===== src/rtl/mshr_sched_pkg.sv =====
// mshr_sched_pkg
// Shared types and constants for the L2 MSHR miss scheduler: the issue and
// fill FSM state encodings and the width of the optional statistics counters.
package mshr_sched_pkg;

  localparam int CNT_W = 16;

  typedef enum logic {
    ISS_IDLE,
    ISS_WAIT
  } iss_state_t;

  typedef enum logic [1:0] {
    F_IDLE,
    F_GET,
    F_RET
  } fill_state_t;

endpackage


===== src/rtl/mshr_miss_scheduler_rr_arbiter.sv =====
// rr_arbiter
// Combinational round-robin picker. The search starts at ptr and wraps, so
// the first requester at or after ptr wins.
// Ports:
//   req   - request vector, one bit per requester
//   ptr   - requester index with highest priority this cycle
//   grant - one-hot winner (all zero when no request)
//   idx   - encoded winner (zero when no request)
// N must be a power of two: the wrap is done by W-bit overflow of ptr+i.
module rr_arbiter #(
  parameter int N = 4,
  localparam int W = (N > 1) ? $clog2(N) : 1
) (
  input  logic [N-1:0] req,
  input  logic [W-1:0] ptr,
  output logic [N-1:0] grant,
  output logic [W-1:0] idx
);

  logic [W-1:0] cand;

  // Walk from lowest to highest priority so the last hit (closest to ptr) sticks.
  always_comb begin
    grant = '0;
    idx   = '0;
    cand  = '0;
    for (int i = N - 1; i >= 0; i--) begin
      cand = ptr + W'(i);
      if (req[cand]) begin
        grant       = '0;
        grant[cand] = 1'b1;
        idx         = cand;
      end
    end
  end

endmodule


===== src/rtl/mshr_miss_scheduler.sv =====
// mshr_miss_scheduler
// Sequences the L2 MSHR: round-robin admission of per-CPU misses into the
// MSHR add port, issue of pending entries to memory (one outstanding request),
// and retirement of memory fills (get, then del plus a fill to the CPU).
// Ports:
//   clk, reset (synchronous, active-low), enable (low freezes all state)
//   req_*        per-CPU miss requests, packed with CPU i at slice i
//   mshr_add_*   / mshr_comp_*   arbitration winner towards the MSHR
//   mshr_rn_*    head of the MSHR issue list, mshr_read_next pops it
//   mem_req_*    / mem_resp_*    memory request/response channel
//   mshr_get_* / mshr_del_*      MSHR lookup and retirement on fill
//   fill_*       one-cycle fill return to the requesting CPU
//   stale_resp   response tag not valid in the MSHR
//   stat_*       statistics, built only when MSHR_SCHED_STATS_EN is defined
module mshr_miss_scheduler
  import mshr_sched_pkg::*;
#(
  parameter int addr_bits     = 20,
  parameter int data_bits     = 90,
  parameter int mshr_tag_bits = 3,
  parameter int cpu_id_bits   = 2,
  parameter int ASSOC_BITS    = 2,
  localparam int NCPU = 2 ** cpu_id_bits
) (
  input  logic                       clk,
  input  logic                       reset,
  input  logic                       enable,
  input  logic [NCPU-1:0]            req_valid,
  input  logic [NCPU*addr_bits-1:0]  req_addr,
  input  logic [NCPU*data_bits-1:0]  req_data,
  input  logic [NCPU-1:0]            req_rw,
  input  logic [NCPU-1:0]            req_dirty,
  input  logic [NCPU*ASSOC_BITS-1:0] req_victim,
  output logic [NCPU-1:0]            req_ready,
  output logic                       mshr_add,
  output logic [addr_bits-1:0]       mshr_add_addr,
  output logic [data_bits-1:0]       mshr_add_data,
  output logic                       mshr_add_rw,
  output logic                       mshr_add_dirty,
  output logic [cpu_id_bits-1:0]     mshr_add_cpu_id,
  output logic [ASSOC_BITS-1:0]      mshr_add_victim,
  output logic [addr_bits-1:0]       mshr_comp_addr,
  output logic [ASSOC_BITS-1:0]      mshr_comp_victim,
  input  logic                       mshr_comp_true,
  input  logic                       mshr_full,
  input  logic                       mshr_empty,
  output logic                       mshr_read_next,
  input  logic                       mshr_rn_valid,
  input  logic [addr_bits-1:0]       mshr_rn_addr,
  input  logic [data_bits-1:0]       mshr_rn_data,
  input  logic                       mshr_rn_rw,
  input  logic [mshr_tag_bits-1:0]   mshr_rn_mshr_id,
  output logic                       mem_req_valid,
  input  logic                       mem_req_ready,
  output logic [addr_bits-1:0]       mem_req_addr,
  output logic [data_bits-1:0]       mem_req_data,
  output logic                       mem_req_rw,
  output logic [mshr_tag_bits-1:0]   mem_req_tag,
  input  logic                       mem_resp_valid,
  output logic                       mem_resp_ready,
  input  logic [mshr_tag_bits-1:0]   mem_resp_tag,
  input  logic [data_bits-1:0]       mem_resp_data,
  output logic                       mshr_get,
  output logic [mshr_tag_bits-1:0]   mshr_get_tag,
  input  logic                       mshr_get_valid,
  input  logic [addr_bits-1:0]       mshr_get_addr,
  input  logic [cpu_id_bits-1:0]     mshr_get_cpu_id,
  input  logic [ASSOC_BITS-1:0]      mshr_get_victim,
  output logic                       mshr_del,
  output logic [mshr_tag_bits-1:0]   mshr_del_tag,
  output logic                       fill_valid,
  output logic [cpu_id_bits-1:0]     fill_cpu_id,
  output logic [addr_bits-1:0]       fill_addr,
  output logic [data_bits-1:0]       fill_data,
  output logic [ASSOC_BITS-1:0]      fill_victim,
  output logic                       stale_resp,
  output logic [CNT_W-1:0]           stat_conflicts,
  output logic [CNT_W-1:0]           stat_issued,
  output logic [CNT_W-1:0]           stat_fills
);

  // Strobes are qualified by reset too, so every output is quiet while reset is held.
  logic run;
  assign run = reset & enable;

  // ---------------- add path: arbitration, zero latency ----------------
  logic [cpu_id_bits-1:0] rr_ptr;
  logic [cpu_id_bits-1:0] win_idx;
  logic [NCPU-1:0]        win_onehot;
  logic                   any_req;
  logic                   add_ok;

  rr_arbiter #(.N(NCPU)) u_arb (
    .req   (req_valid),
    .ptr   (rr_ptr),
    .grant (win_onehot),
    .idx   (win_idx)
  );

  assign any_req   = |req_valid;
  assign add_ok    = run & any_req & ~mshr_full & ~mshr_comp_true;
  assign req_ready = add_ok ? win_onehot : '0;
  assign mshr_add  = add_ok;

  // Winner fields are presented whenever someone requests, so the MSHR can
  // run its address compare before the grant is decided.
  always_comb begin
    mshr_add_addr   = '0;
    mshr_add_data   = '0;
    mshr_add_rw     = 1'b0;
    mshr_add_dirty  = 1'b0;
    mshr_add_cpu_id = '0;
    mshr_add_victim = '0;
    if (reset && any_req) begin
      mshr_add_addr   = req_addr[int'(win_idx)*addr_bits +: addr_bits];
      mshr_add_data   = req_data[int'(win_idx)*data_bits +: data_bits];
      mshr_add_rw     = req_rw[win_idx];
      mshr_add_dirty  = req_dirty[win_idx];
      mshr_add_cpu_id = win_idx;
      mshr_add_victim = req_victim[int'(win_idx)*ASSOC_BITS +: ASSOC_BITS];
    end
  end

  assign mshr_comp_addr   = mshr_add_addr;
  assign mshr_comp_victim = mshr_add_victim;

  always_ff @(posedge clk) begin
    if (!reset)      rr_ptr <= '0;
    else if (add_ok) rr_ptr <= win_idx + cpu_id_bits'(1);
  end

  // ---------------- issue FSM: one outstanding memory request ----------------
  iss_state_t iss_state;

  assign mshr_read_next = run & (iss_state == ISS_IDLE) & ~mshr_empty & mshr_rn_valid;
  assign mem_req_valid  = run & (iss_state == ISS_WAIT);

  always_ff @(posedge clk) begin
    if (!reset) begin
      iss_state    <= ISS_IDLE;
      mem_req_addr <= '0;
      mem_req_data <= '0;
      mem_req_rw   <= 1'b0;
      mem_req_tag  <= '0;
    end else if (enable) begin
      case (iss_state)
        ISS_IDLE: if (mshr_read_next) begin
          mem_req_addr <= mshr_rn_addr;
          mem_req_data <= mshr_rn_data;
          mem_req_rw   <= mshr_rn_rw;
          mem_req_tag  <= mshr_rn_mshr_id;
          iss_state    <= ISS_WAIT;
        end
        ISS_WAIT: if (mem_req_ready) iss_state <= ISS_IDLE;
      endcase
    end
  end

  // ---------------- fill FSM: accept, look up, retire ----------------
  fill_state_t             f_state;
  logic [mshr_tag_bits-1:0] resp_tag_q;

  assign mem_resp_ready = run & (f_state == F_IDLE);
  assign mshr_get       = run & (f_state == F_GET);
  assign stale_resp     = mshr_get & ~mshr_get_valid;
  assign mshr_del       = run & (f_state == F_RET);
  assign fill_valid     = mshr_del;
  assign mshr_get_tag   = resp_tag_q;
  assign mshr_del_tag   = resp_tag_q;

  always_ff @(posedge clk) begin
    if (!reset) begin
      f_state     <= F_IDLE;
      resp_tag_q  <= '0;
      fill_data   <= '0;
      fill_cpu_id <= '0;
      fill_addr   <= '0;
      fill_victim <= '0;
    end else if (enable) begin
      case (f_state)
        F_IDLE: if (mem_resp_valid) begin
          resp_tag_q <= mem_resp_tag;
          fill_data  <= mem_resp_data;
          f_state    <= F_GET;
        end
        F_GET: begin
          // A tag the MSHR no longer holds is dropped without a fill.
          if (mshr_get_valid) begin
            fill_cpu_id <= mshr_get_cpu_id;
            fill_addr   <= mshr_get_addr;
            fill_victim <= mshr_get_victim;
            f_state     <= F_RET;
          end else begin
            f_state <= F_IDLE;
          end
        end
        F_RET:   f_state <= F_IDLE;
        default: f_state <= F_IDLE;
      endcase
    end
  end

  // ---------------- optional statistics ----------------
`ifdef MSHR_SCHED_STATS_EN
  function automatic logic [CNT_W-1:0] sat_inc(input logic [CNT_W-1:0] c);
    return (&c) ? c : c + CNT_W'(1);
  endfunction

  always_ff @(posedge clk) begin
    if (!reset) begin
      stat_conflicts <= '0;
      stat_issued    <= '0;
      stat_fills     <= '0;
    end else if (enable) begin
      if (any_req && mshr_comp_true) stat_conflicts <= sat_inc(stat_conflicts);
      if (mshr_read_next)            stat_issued    <= sat_inc(stat_issued);
      if (fill_valid)                stat_fills     <= sat_inc(stat_fills);
    end
  end
`else
  assign stat_conflicts = '0;
  assign stat_issued    = '0;
  assign stat_fills     = '0;
`endif

endmodule


===== config.mk =====
export PLATFORM = sky130hd
export DESIGN_NAME = mshr_miss_scheduler
export DESIGN_NICKNAME = d
export VERILOG_FILES = /design/src/rtl/mshr_sched_pkg.sv /design/src/rtl/mshr_miss_scheduler_rr_arbiter.sv /design/src/rtl/mshr_miss_scheduler.sv
export SDC_FILE = /design/constraint.sdc
export NUM_CORES = 1
export LEC_CHECK = 0
export ABC_AREA = 1
export CAP_MARGIN = 0
export CORE_AREA = 2 2 437 439
export CTS_CLUSTER_DIAMETER = 150
export DETAILED_ROUTE_END_ITERATION = 6
export DIE_AREA = 0 0 439 441
export PLACE_DENSITY = 0.4
export SYNTH_ARGS = -nofsm -noshare
export SYNTH_HDL_FRONTEND = slang
export SYNTH_SLANG_ARGS = --single-unit

===== constraint.sdc =====
create_clock -name clk -period 2.6 [get_ports clk]
set_clock_uncertainty 0.15 [all_clocks]
set_input_delay 0.26 -clock clk [delete_from_list [all_inputs] [get_ports clk]]
set_output_delay 0.26 -clock clk [all_outputs]
set_load 0.03 [all_outputs]

==> impl_metrics.yaml <==
drt:
  drtIter0Drc: 830
  dr.pass1.iters: 5
  drt_drc_violations_left: 0
  wl_per_cell_um: 20.46
  routed_wl_um: 126400
  viasPerCell: 3.357
  dr_total_vias: 20750
  ant_nets: 0
synthesis:
  synth.avg_cell_area_um2: 6.099
  ys_types: 27
  yosys_register_bits: 236
  synth_area_um2: 14940
  synth_seq_area_share_pct: 31.63
  post-synth-top-area-cell: "dfxtp_1"
  synth.area.top_cells: "dfxtp_1, nand3_1, nor2_1"
  synthCells: 2449
  synth_top_area_share_pct: 31.63
  yosys_warnings: 0
final_layout:
  mostFrequentLayoutCells: "clkdlybuf4s50_1, nor2_1, inv_1"
  nNetsFinal: 4349
  final_common_cell: "clkdlybuf4s50_1"
  n_fill_cell: 21260
  multiInputGateArea_um2: 10430
  design_area_um2: 36160
  final-seq-area_um2: 4727
  area_growth_pct: 142.1
  final_layout_size_suffix_gt1_share_pct: 24.84
floorplan:
  io_pins: 1133
  die_y_um: 441
  initial_utilization_pct: 7.896
  die-width_um: 439
  core-area_um2: 189200
  rows: 160
  dieArea_um2: 193600
global_route:
  grt_max_degree: 109
  grt_use_total_pct: 11.90
  antenna_found_initial: 48
  grt-ovfl-total: 0
  grt_pass1_vias: 20050
  grt_pass1_wl_um: 162200
pwr:
  p_leak_nw: 15.05
  powerDensity_nw_per_um2: 456.4
  peakVddDrop_mv: 0.4145
min_path:
  min_path_type: "input port to flip-flop"
  min_to: "mem_req_data[3]"
  holdCritStartpoint: "mshr_rn_data[3]"
  min_delay_path_depth: 3
critical_path:
  r2r-end: "rr_ptr[1]"
  endpoint_kind: "primary output"
  crit_arrival_ns: 2.99
  regToRegStartpoint: "rr_ptr[0]"
  reg2reg_depth: 18
  reg2reg_slack_ns: 0.25
  cp.required_ns: 2.19
  critPathMaxFanout: 6
  path_class: "flip-flop to primary output"
  cp-start-kind: "flip-flop"
timing:
  relSlewSlack_pct: 56.59
  fin_crit_ns: 3.396
  setup_viol: 142
  whs_ns: 0.1022
  fin_ws_ns: -0.7964
  fmax_mhz: 294.4
  setup_tns_ns: -99.31
  report.final.slew_viol_count: 0
  finalHoldViolCount: 0
  tightestPinTransition_ns: 0.6443
  rsz0062_at_grt: "true"
  finalCritPeriodShare_pct: 130.6
clocking:
  clock_latency_ns: 0.58
  cts_sinks: 236
  clkTransAtPathRegs_ns: 0.07
  cts_buffers: 27
  cts_tree: "yes"
  cts_root_buf: "clkbuf_16"
  clk_path_buf_depth: 3
  cts_htree_levels: 1
placement:
  io_buffer_count: 1084
  gp_congestion: 0.9283
  dpl_cell_area_um2: 31040
  dpl.hpwl_um: 99670
job:
  cap_violations: 0
run_status:
  status: "finished with violations"
  violations: "setup timing"
-- power by group --
group	total, mW	leakage [nW]	switching, mW	internal (mW)
registers	3.89	1.93	0.0921	3.79
clock network	4.12	0.462	1.73	2.38
logic	8.50	12.7	4.42	4.08
-- worst max-delay path by stage --
stage                  from                  to  slack [ns]  cells after the start
6_report          rr_ptr[1]   mshr_comp_addr[1]       -0.80                     16
2_1_floorplan     rr_ptr[0]  mshr_comp_addr[12]       -0.12                     16
3_5_place_dp   req_valid[2]    mshr_add_data[9]       -0.86                     15
3_3_place_gp   req_valid[3]    mshr_add_data[9]       -0.89                     15
5_1_grt           rr_ptr[0]   mshr_add_data[35]       -0.98                     17
4_1_cts           rr_ptr[0]   mshr_add_data[41]       -0.89                     15
-- final cells by class --
type                            count  area share, %
Tap cell                         2511          8.687
Clock inverter                     12         0.4221
Sequential cell                   236          13.07
Timing Repair Buffer             1376          42.89
Clock buffer                       37          2.138
Inverter                          364          3.878
Multi-Input combinational cell   1635          28.85
Antenna cell                        9        0.06228
-- layer usage --
layer  global-route usage, %  vias up  wire length, um
li1                        -    10000                -
met1                   13.89     9804            48980
met2                   21.53      755            65600
met3                   2.596      153             8144
met4                   3.547       34             3476
met5                       0        -              217
-- through the flow --
stage / utilization (%) / setup slack (ns) / power [mW] / instances
finish: 19.12 / -0.7964 / 16.51 / 6180
global route: 19.12 / -0.9762 / 17.28 / 6180
CTS: 18.07 / -0.8927 / 16.08 / 6144
detailed placement: 16.41 / -0.8634 / 10.83 / 6045
global placement: 16.41 / -0.8934 / 10.84 / 6045
floorplan: - / -0.1236 / 7.154 / 2496
-- cell usage after synthesis (all sizes together) --
cell type	count
o21ai	235
dfxtp	236
nand3	354
nand4	1
a31oi	1
ha	8
nor3	5
o211ai	4
inv	364
nor4	1
nand3b	115
clkbuf	85
nand2	267
conb	1
o2bb2ai	1
buf	176
a21oi	126
and2	1
nor2	468
-- critical path, cell delays in order (launching register included) --
cell and delay [ns]:
dfxtp_2 0.33, inv_2 0.05, ha_4 0.24, nand3b_1 0.20
nand2_2 0.13, inv_4 0.06, buf_6 0.12, nand2_4 0.05
o2bb2ai_4 0.06, buf_12 0.16, clkinv_16 0.07, buf_12 0.10
buf_16 0.15, buf_8 0.14, nand3_4 0.08, a21oi_4 0.24
buf_6 0.17
-- repair_timing --
action | CTS | global route
endpoints found under the setup margin | 142 | 142
gates resized for setup | 307 | 336
hold buffers | 1 | 0
setup buffers | 30 | 22
pin swaps | 93 | 126
hold endpoints to repair | 16 | 0
gates cloned | 19 | 15
-- kinds of logic after synthesis --
kind of cell / after synthesis / synth area share [%]
adders and majority gates: 8 / 0.6702
and+or+nand+nor: 1212 / 36.56
other: 1 / 0.02511
AOI/OAI and AO/OA: 367 / 12.55
DFF: 236 / 31.63
buffers and inverters: 625 / 18.57
-- flip-flops by register name, summed over array words and instances, names as in the netlist, 3 cells and up --
signal	flops
fill_data	90
mem_req_data	90
fill_addr	20
mem_req_addr	20
mem_req_tag	3
mshr_del_tag	3
Note: power is estimated with default switching activity, not from simulation.
==> RTL change, RTL diff (same flow settings) <==
Set the parameter `mshr_tag_bits` to 6 (it was 3).
--- a/src/rtl/mshr_miss_scheduler.sv
+++ b/src/rtl/mshr_miss_scheduler.sv
@@ -17,7 +17,7 @@
 #(
   parameter int addr_bits     = 20,
   parameter int data_bits     = 90,
-  parameter int mshr_tag_bits = 3,
+  parameter int mshr_tag_bits = 6,
   parameter int cpu_id_bits   = 2,
   parameter int ASSOC_BITS    = 2,
   localparam int NCPU = 2 ** cpu_id_bits
Ports: changed (5 resized); port bits go from 1133 to 1148. The function was not compared with the original's and may differ.
==> RTL change against the unedited design <==
Setup slack gained 0.031 ns; total power shrank 3.8%; global-route usage grew 0.32 points; non-clock buffer count grew 14; final area shrank 1.4%; routed wire length grew 2.7%; sequential cell count grew 6; combinational power shrank 3.8%; count of clock-buffer cells in the layout is the same; area after synthesis grew 1.8%; via count shrank 0.63%; the flow still finishes with violations (negative setup slack); final cell count grew 0.60%; highest routed layer unchanged; critical path type unchanged; largest cell class unchanged.
==> RTL change: results <==
export IMPL_ir_drop_v=0.000417
export IMPL_nets=4393
export IMPL_violations="negative setup slack"
export IMPL_whs_ns=0.0790
export IMPL_dp_slack_ns=-1.01
export IMPL_fin_setup_tns_ns=-95.95
export IMPL_fin_ws_ns=-0.765
export IMPL_outcome="finished with violations"
export IMPL_num_fill_cells=21300
export IMPL_ctsResizeCount=184
export IMPL_slew_headroom_pct=57.4
export IMPL_post_cts_buffers=21
export IMPL_synth_seq_area_share_pct=31.9
export IMPL_antenna_found_initial=40
export IMPL_grt_met2_usage_pct=22.1
export IMPL_via_per_inst=3.32
export IMPL_critical_path_arrival_ns=2.96
export IMPL_final_setup_viol_count=142
export IMPL_synth_common_cells="nor2_1 (480), inv_1 (357), nand3_1 (353), nand2_1 (261)"
export IMPL_post_synth_cell_area_avg_um2=6.14
export IMPL_dpl_cell_area_mm2=0.0316
export IMPL_reg2reg_depth=16
export IMPL_cp_slowest_cell="dfxtp_4"
export IMPL_synth_cell_types=28
export IMPL_grt_use_total_pct=12.2
export IMPL_worstHoldPathCells=4
export IMPL_critPathMaxStageDelay_ns=0.37
export IMPL_placedCellCount=6092
[RTL change: cell count changes after synthesis, sizes merged]
cell    before  now
buf        176  169
clkbuf      85   96
clkinv       0    1
dfxtp      236  242
inv        364  363
nand2      267  266
nor2       468  480
o211ai       4    3
o21ai      235  243
[RTL change: final timing paths]
path / endpoint / from
hold / removal: mem_req_data[51] / reset
setup / recovery: mshr_comp_addr[10] / rr_ptr[0]
hold reg to reg: fill_data[9] / fill_data[9]
setup reg to reg: rr_ptr[1] / rr_ptr[1]
[RTL change: layout make-up]
| type | count | area [um2] | share of cell area, % |
|---|---|---|---|
| repair buffers | 1390 | 15600 | 43.8 |
| well taps | 2511 | 3140 | 8.81 |
| clock buffers | 37 | 743 | 2.08 |
| diodes | 11 | 27.5 | 0.0772 |
| flip-flops and latches | 242 | 4850 | 13.6 |
| multi-input cells | 1653 | 9840 | 27.6 |
| inverters | 364 | 1400 | 3.93 |
| clock inverters | 9 | 52.6 | 0.147 |
[RTL change: kinds of logic after synthesis]
kind of cell | count (synthesis) | synth area share [%]
and+or+nand+nor | 1223 | 36.1
buffers and inverters | 629 | 18.8
DFF | 242 | 31.9
other | 1 | 0.0247
adders and majority gates | 8 | 0.658
AOI/OAI and AO/OA | 374 | 12.5
[RTL change: critical path, delay by kind of cell (launching register included)]
family	cells	cell delay (ns)
compound gates	1	0.30
fa+ha+maj	1	0.27
flops	1	0.37
simple gates	7	0.76
buf+inv	5	0.63
[RTL change: metal layers]
metal | part of all wire (%) | routed length (um)
met1 | 41 | 53400
met2 | 52 | 67000
met3 | 5.3 | 6830
met4 | 1.9 | 2470
met5 | 0.089 | 116
[RTL change: where the power goes]
part           switching (mW)  internal (mW)  total, mW
sequential             0.0995           3.89       3.99
combinational            4.24           3.94       8.18
clock                    1.72           1.98       3.71
total                    6.07           9.81       15.9
